[src/rtl/wb_trace_monitor.sv]
// wb_trace_monitor: taps the MEM/WB register-file write port, keeps a shadow
// copy of the architectural registers and logs every non-zero-register write
// into a back-pressured trace FIFO drained through out_valid/out_ready.
// Optional build macro: WB_TRACE_STAMP_EN adds a free-running cycle counter,
// a per-event stamp and the out_stamp port.
module wb_trace_monitor #(
    parameter int DATA_W  = 32,
    parameter int REG_AW  = 5,
    parameter int PC_W    = 5,
    parameter int DEPTH   = 8,
    parameter int STAMP_W = 16
) (
    input  logic                       clk,
    input  logic                       reset,
    input  logic                       wb_we,
    input  logic [REG_AW-1:0]          wb_addr,
    input  logic [DATA_W-1:0]          wb_data,
    input  logic [PC_W-1:0]            wb_pc,
    input  logic                       clear,
    input  logic [REG_AW-1:0]          shadow_raddr,
    output logic [DATA_W-1:0]          shadow_rdata,
    output logic                       out_valid,
    input  logic                       out_ready,
    output logic [REG_AW-1:0]          out_addr,
    output logic [DATA_W-1:0]          out_data,
    output logic [PC_W-1:0]            out_pc,
`ifdef WB_TRACE_STAMP_EN
    output logic [STAMP_W-1:0]         out_stamp,
`endif
    output logic [$clog2(DEPTH):0]     count,
    output logic                       overflow,
    output logic [7:0]                 drop_count
);

    localparam int PW   = $clog2(DEPTH);
    localparam int CW   = PW + 1;
    localparam int NREG = 1 << REG_AW;

    // Elaboration-time parameter sanity checks.
    if (DEPTH < 2 || (DEPTH & (DEPTH - 1)) != 0) begin : g_bad_depth
        $error("wb_trace_monitor: DEPTH must be a power of two >= 2");
    end
    if (STAMP_W < 1) begin : g_bad_stamp
        $error("wb_trace_monitor: STAMP_W must be >= 1");
    end

    logic [DATA_W-1:0] shadow_q [NREG];
    logic [DATA_W-1:0] rdata_q;

    logic [REG_AW-1:0] mem_addr_q [DEPTH];
    logic [DATA_W-1:0] mem_data_q [DEPTH];
    logic [PC_W-1:0]   mem_pc_q   [DEPTH];
`ifdef WB_TRACE_STAMP_EN
    logic [STAMP_W-1:0] mem_stamp_q [DEPTH];
    logic [STAMP_W-1:0] stamp_q;
`endif

    logic [PW-1:0] wr_ptr_q, wr_ptr_d;
    logic [PW-1:0] rd_ptr_q, rd_ptr_d;
    logic [CW-1:0] count_q, count_d;
    logic          ovf_q, ovf_d;
    logic [7:0]    drop_q, drop_d;

    logic log_req, full, valid, pop, push, drop;

    // Classify this cycle's write and decide push / pop / drop.
    always_comb begin
        log_req = wb_we && (wb_addr != '0);
        full    = (count_q == CW'(DEPTH));
        valid   = (count_q != '0);
        pop     = valid && out_ready && !clear;
        push    = log_req && (!full || pop) && !clear;
        drop    = log_req && full && !pop && !clear;
    end

    // Next-state for pointers, occupancy and drop bookkeeping.
    always_comb begin
        wr_ptr_d = wr_ptr_q;
        rd_ptr_d = rd_ptr_q;
        count_d  = count_q;
        ovf_d    = ovf_q;
        drop_d   = drop_q;
        if (clear) begin
            wr_ptr_d = '0;
            rd_ptr_d = '0;
            count_d  = '0;
            ovf_d    = 1'b0;
            drop_d   = '0;
        end else begin
            if (push) wr_ptr_d = wr_ptr_q + PW'(1);
            if (pop)  rd_ptr_d = rd_ptr_q + PW'(1);
            case ({push, pop})
                2'b10:   count_d = count_q + CW'(1);
                2'b01:   count_d = count_q - CW'(1);
                default: count_d = count_q;
            endcase
            if (drop) begin
                ovf_d = 1'b1;
                if (drop_q != 8'hFF) drop_d = drop_q + 8'd1;
            end
        end
    end

    // Shadow register file and its registered read port.
    always_ff @(posedge clk) begin
        if (!reset) begin
            for (int unsigned i = 0; i < NREG; i++) shadow_q[REG_AW'(i)] <= '0;
            rdata_q <= '0;
        end else begin
            if (log_req) shadow_q[wb_addr] <= wb_data;
            rdata_q <= shadow_q[shadow_raddr];
        end
    end

    // Trace FIFO storage; cleared on reset so the head outputs read 0.
    always_ff @(posedge clk) begin
        if (!reset) begin
            for (int unsigned i = 0; i < DEPTH; i++) begin
                mem_addr_q[PW'(i)] <= '0;
                mem_data_q[PW'(i)] <= '0;
                mem_pc_q[PW'(i)]   <= '0;
`ifdef WB_TRACE_STAMP_EN
                mem_stamp_q[PW'(i)] <= '0;
`endif
            end
        end else if (push) begin
            mem_addr_q[wr_ptr_q] <= wb_addr;
            mem_data_q[wr_ptr_q] <= wb_data;
            mem_pc_q[wr_ptr_q]   <= wb_pc;
`ifdef WB_TRACE_STAMP_EN
            mem_stamp_q[wr_ptr_q] <= stamp_q;
`endif
        end
    end

    // FIFO control state and error counters.
    always_ff @(posedge clk) begin
        if (!reset) begin
            wr_ptr_q <= '0;
            rd_ptr_q <= '0;
            count_q  <= '0;
            ovf_q    <= 1'b0;
            drop_q   <= '0;
        end else begin
            wr_ptr_q <= wr_ptr_d;
            rd_ptr_q <= rd_ptr_d;
            count_q  <= count_d;
            ovf_q    <= ovf_d;
            drop_q   <= drop_d;
        end
    end

`ifdef WB_TRACE_STAMP_EN
    // Free-running cycle counter; only reset clears it, clear does not.
    always_ff @(posedge clk) begin
        if (!reset) stamp_q <= '0;
        else        stamp_q <= stamp_q + STAMP_W'(1);
    end

    assign out_stamp = mem_stamp_q[rd_ptr_q];
`endif

    assign shadow_rdata = rdata_q;
    assign out_valid    = valid;
    assign out_addr     = mem_addr_q[rd_ptr_q];
    assign out_data     = mem_data_q[rd_ptr_q];
    assign out_pc       = mem_pc_q[rd_ptr_q];
    assign count        = count_q;
    assign overflow     = ovf_q;
    assign drop_count   = drop_q;

endmodule

[config.mk]
export PLATFORM = sky130hd
export DESIGN_NAME = wb_trace_monitor
export DESIGN_NICKNAME = d
export VERILOG_FILES = /design/src/rtl/wb_trace_monitor.sv
export SDC_FILE = /design/constraint.sdc
export NUM_CORES = 2
export LEC_CHECK = 0
export CAP_MARGIN = 25
export CORE_MARGIN = 10
export CORE_UTILIZATION = 45
export DETAILED_ROUTE_END_ITERATION = 16
export SYNTH_ARGS = -nofsm -noshare
export SYNTH_HDL_FRONTEND = slang
export SYNTH_SLANG_ARGS = --single-unit
[constraint.sdc]
create_clock -name clk -period 10.3 [get_ports clk]
set_input_delay 1.545 -clock clk [delete_from_list [all_inputs] [get_ports clk]]
set_output_delay 1.545 -clock clk [all_outputs]
set_load 0.02 [all_outputs]
==> qor.yml <==
outcome:
  outcome: "finished, final reports clean"
detailed_routing:
  wl_per_cell_um: 29.2
  viasPerCell: 5.62
  finalWirelength_um: 174000
  vias: 33601
  drt_iter0_drc: 3888
  drt-pass1-iter-count: 5
  drc: 0
  ant_nets: 0
setup_path:
  slowest_delay_ns: 0.73
  rr_worst_depth: 7
  start_kind: "flip-flop"
  cp_slowest_cell: "buf_4"
  crit_arrival_ns: 3.77
  worstReg2RegStart: "count[1]$_SDFFE_PP0P_"
  crit_required_ns: 8.76
  timing.rr.end: "mem_data_q[4][8]$_SDFFCE_PN0P_"
  cp_top_family: "buffers and inverters"
  setup.worst_path.class: "reg2out"
  path_cells: "buf_4, mux4_2, mux2_2, clkdlybuf4s50_1"
  path_max_fanout: 39
  cp-end-kind: "primary output"
  worst-path-buf-inv: 2
  r2r_slack_ns: 6.82
sta:
  max_freq_mhz: 188
  relSlewSlack: 0.280
  skew_ns: 0.0339
  timing.final.hold_violations: 0
  fin_crit_ns: 5.32
  min_period_over_period: 0.516
  finalMaxSlewViolations: 0
  setup_viol: 0
  worst_pin_slew_ns: 1.08
  fin_setup_tns_ns: 0
  holdWs_ns: 0.498
  rsz0062_at_grt: "no"
floorplanning:
  die_w_um: 394
  num_rows: 137
  core_um2: 139000
  die-area_um2: 155000
  start_util: 0.452
  io_pins: 140
  fp.dieH_um: 394
hold_path:
  holdCritStartpoint: "overflow$_SDFFE_PP0P_"
  hp-class: "reg2reg"
  hold_end: "overflow$_SDFFE_PP0P_"
  hold_depth: 2
yosys:
  netlist_instances: 3932
  yosysUniqueCellTypes: 51
  synth-seq-area-share: 0.666
  synth_edf_count: 1360
  ys.flop_type: "edfxtp_1"
  syn_area_per_cell_um2: 16.0
  synth-seq-cells: 1414
  syn-cell-area_um2: 63000
  yosys_warnings: 0
  async_flop_share: 0
final_layout:
  area_growth_syn_to_layout_pct: 13.9
  final_common_cell: "edfxtp_1"
  final_cell_mix: "edfxtp_1, and2_1, mux4_2"
  nets: 4030
  drive_gt1_frac: 0.219
placed_design:
  gp_congestion: 0.767
  dpl.hpwl_um: 94000
  io_buffers: 139
power_and_ir_drop:
  p_clk_frac: 0.425
  p_comb_frac: 0.071
  netSwitchingFraction: 0.225
  peakVddDrop_uv: 137
  total_leakage_power_nw: 24.6
  p_int_mw: 10.3
  switchingPower_mw: 2.97
  power_frac_seq: 0.504
  p_per_area_nw_per_um2: 185
clock_network:
  numCtsBuffers: 153
  cts_root_buf: "clkbuf_16"
  cts_tree: "yes"
  ctsHoldBuffers: 0
  cts_sinks: 1414
  htreeDepth: 4
  clock_latency_ns: 0.78
  clk_path_buf_depth: 3
  cts_setup_buffers: 0
  post_cts_resized: 0
  clkTransAtPathRegs_ns: 0.06
global_route:
  grt.total_usage: 0.223
  grt_first_pass_wirelength_um: 253000
  grt_pass1_vias: 34704
  grt_max_degree: 63
  grt-ovfl-total: 0
  antenna_found_initial: 14
run:
  drv_cap: 0
how the worst max path moves through the flow:
| stage | to | slack (ns) | depth (start not counted) |
|---|---|---|---|
| floorplan | mem_addr_q[7][0]$_SDFFCE_PN0P_ | 4.24 | 5 |
| global placement | mem_data_q[4][1]$_SDFFCE_PN0P_ | 4.89 | 8 |
| detailed placement | mem_data_q[4][2]$_SDFFCE_PN0P_ | 4.82 | 8 |
| CTS | out_data[13] | 4.40 | 4 |
| global route | out_data[17] | 4.68 | 4 |
| finish | out_data[13] | 4.98 | 4 |
stage by stage:
step           std cells  total power [mW]  setup slack (ns)  instance area, um2   util
2_1_floorplan       3963              7.30              4.24               63100      -
3_3_place_gp        5688              7.72              4.89               66500  0.477
3_5_place_dp        5688              7.74              4.82               66500  0.477
4_1_cts             5967              13.3              4.40               71600  0.514
5_1_grt             5971              13.6              4.68               71700  0.515
6_report            5974              13.2              4.98               71700  0.515
Yosys cell counts, types with 6 or more instances:
cell	n	area share
a21oi_1	31	0.0025
clkbuf_2	16	0.0013
buf_1	13	0.00077
nand2_1	15	0.00089
o21ai_0	36	0.0029
inv_1	7	0.00042
mux2i_1	25	0.0040
a221oi_1	24	0.0033
nor2_1	82	0.0049
buf_2	40	0.0032
mux4_2	340	0.12
edfxtp_1	1360	0.65
a22oi_1	8	0.00095
nand2b_1	11	0.0011
ha_1	6	0.0012
and2_1	1329	0.13
a31oi_1	9	0.00089
xnor2_1	10	0.0014
dfxtp_1	54	0.017
o221ai_1	32	0.0045
clkbuf_1	316	0.019
mux2_2	114	0.020
flip-flops by register name, summed over array words and instances, names as in the netlist, named ones only:
name          count
shadow_q       1024
count             4
mem_pc_q         40
shadow_rdata     32
drop_count        8
rd_ptr_q          3
wr_ptr_q          3
overflow          1
mem_data_q      256
mem_addr_q       40
power groups by stage:
| stage | logic, mW | registers (mW) | clock network, mW |
|---|---|---|---|
| 3_5_place_dp | 0.948 | 6.79 | 0 |
| 5_1_grt | 0.990 | 6.69 | 5.94 |
| 4_1_cts | 0.950 | 6.67 | 5.70 |
| 6_report | 0.942 | 6.67 | 5.63 |
| 3_3_place_gp | 0.943 | 6.78 | 0 |
| 2_1_floorplan | 0.524 | 6.78 | 0 |
layer usage:
layer,share of wire,track usage,up-vias
li1,-,-,14536
met1,0.43,0.315,17599
met2,0.47,0.356,1250
met3,0.076,0.0390,212
met4,0.025,0.0583,4
met5,0.00015,0,-
area by class of cell:
cell class              count  area [um2]
fillers                 11272       67600
flip-flops and latches   1414       41900
multi-input cells        2152       20200
clock buffers             198        4200
well taps                1876        2350
repair buffers            243        2150
clock inverters            81         907
inverters                   7        26.3
diodes                      3        7.51
worst min-delay path: stages, from the launching register on:
cell and delay (ns):
dfxtp_1 0.34, a31oi_1 0.05, nor2_1 0.07
cell families after synthesis:
| family | after synthesis | synth area share |
|---|---|---|
| AO/OA/AOI/OAI | 145 | 0.0159 |
| XOR/XNOR | 13 | 0.00181 |
| adder cells (fa/ha/maj) | 7 | 0.00151 |
| buffers and inverters | 397 | 0.0251 |
| flip-flops | 1414 | 0.666 |
| multiplexers | 479 | 0.146 |
| other | 1 | 0.0000595 |
| AND/OR/NAND/NOR | 1476 | 0.144 |
Note: power is estimated with default switching activity, not from simulation.
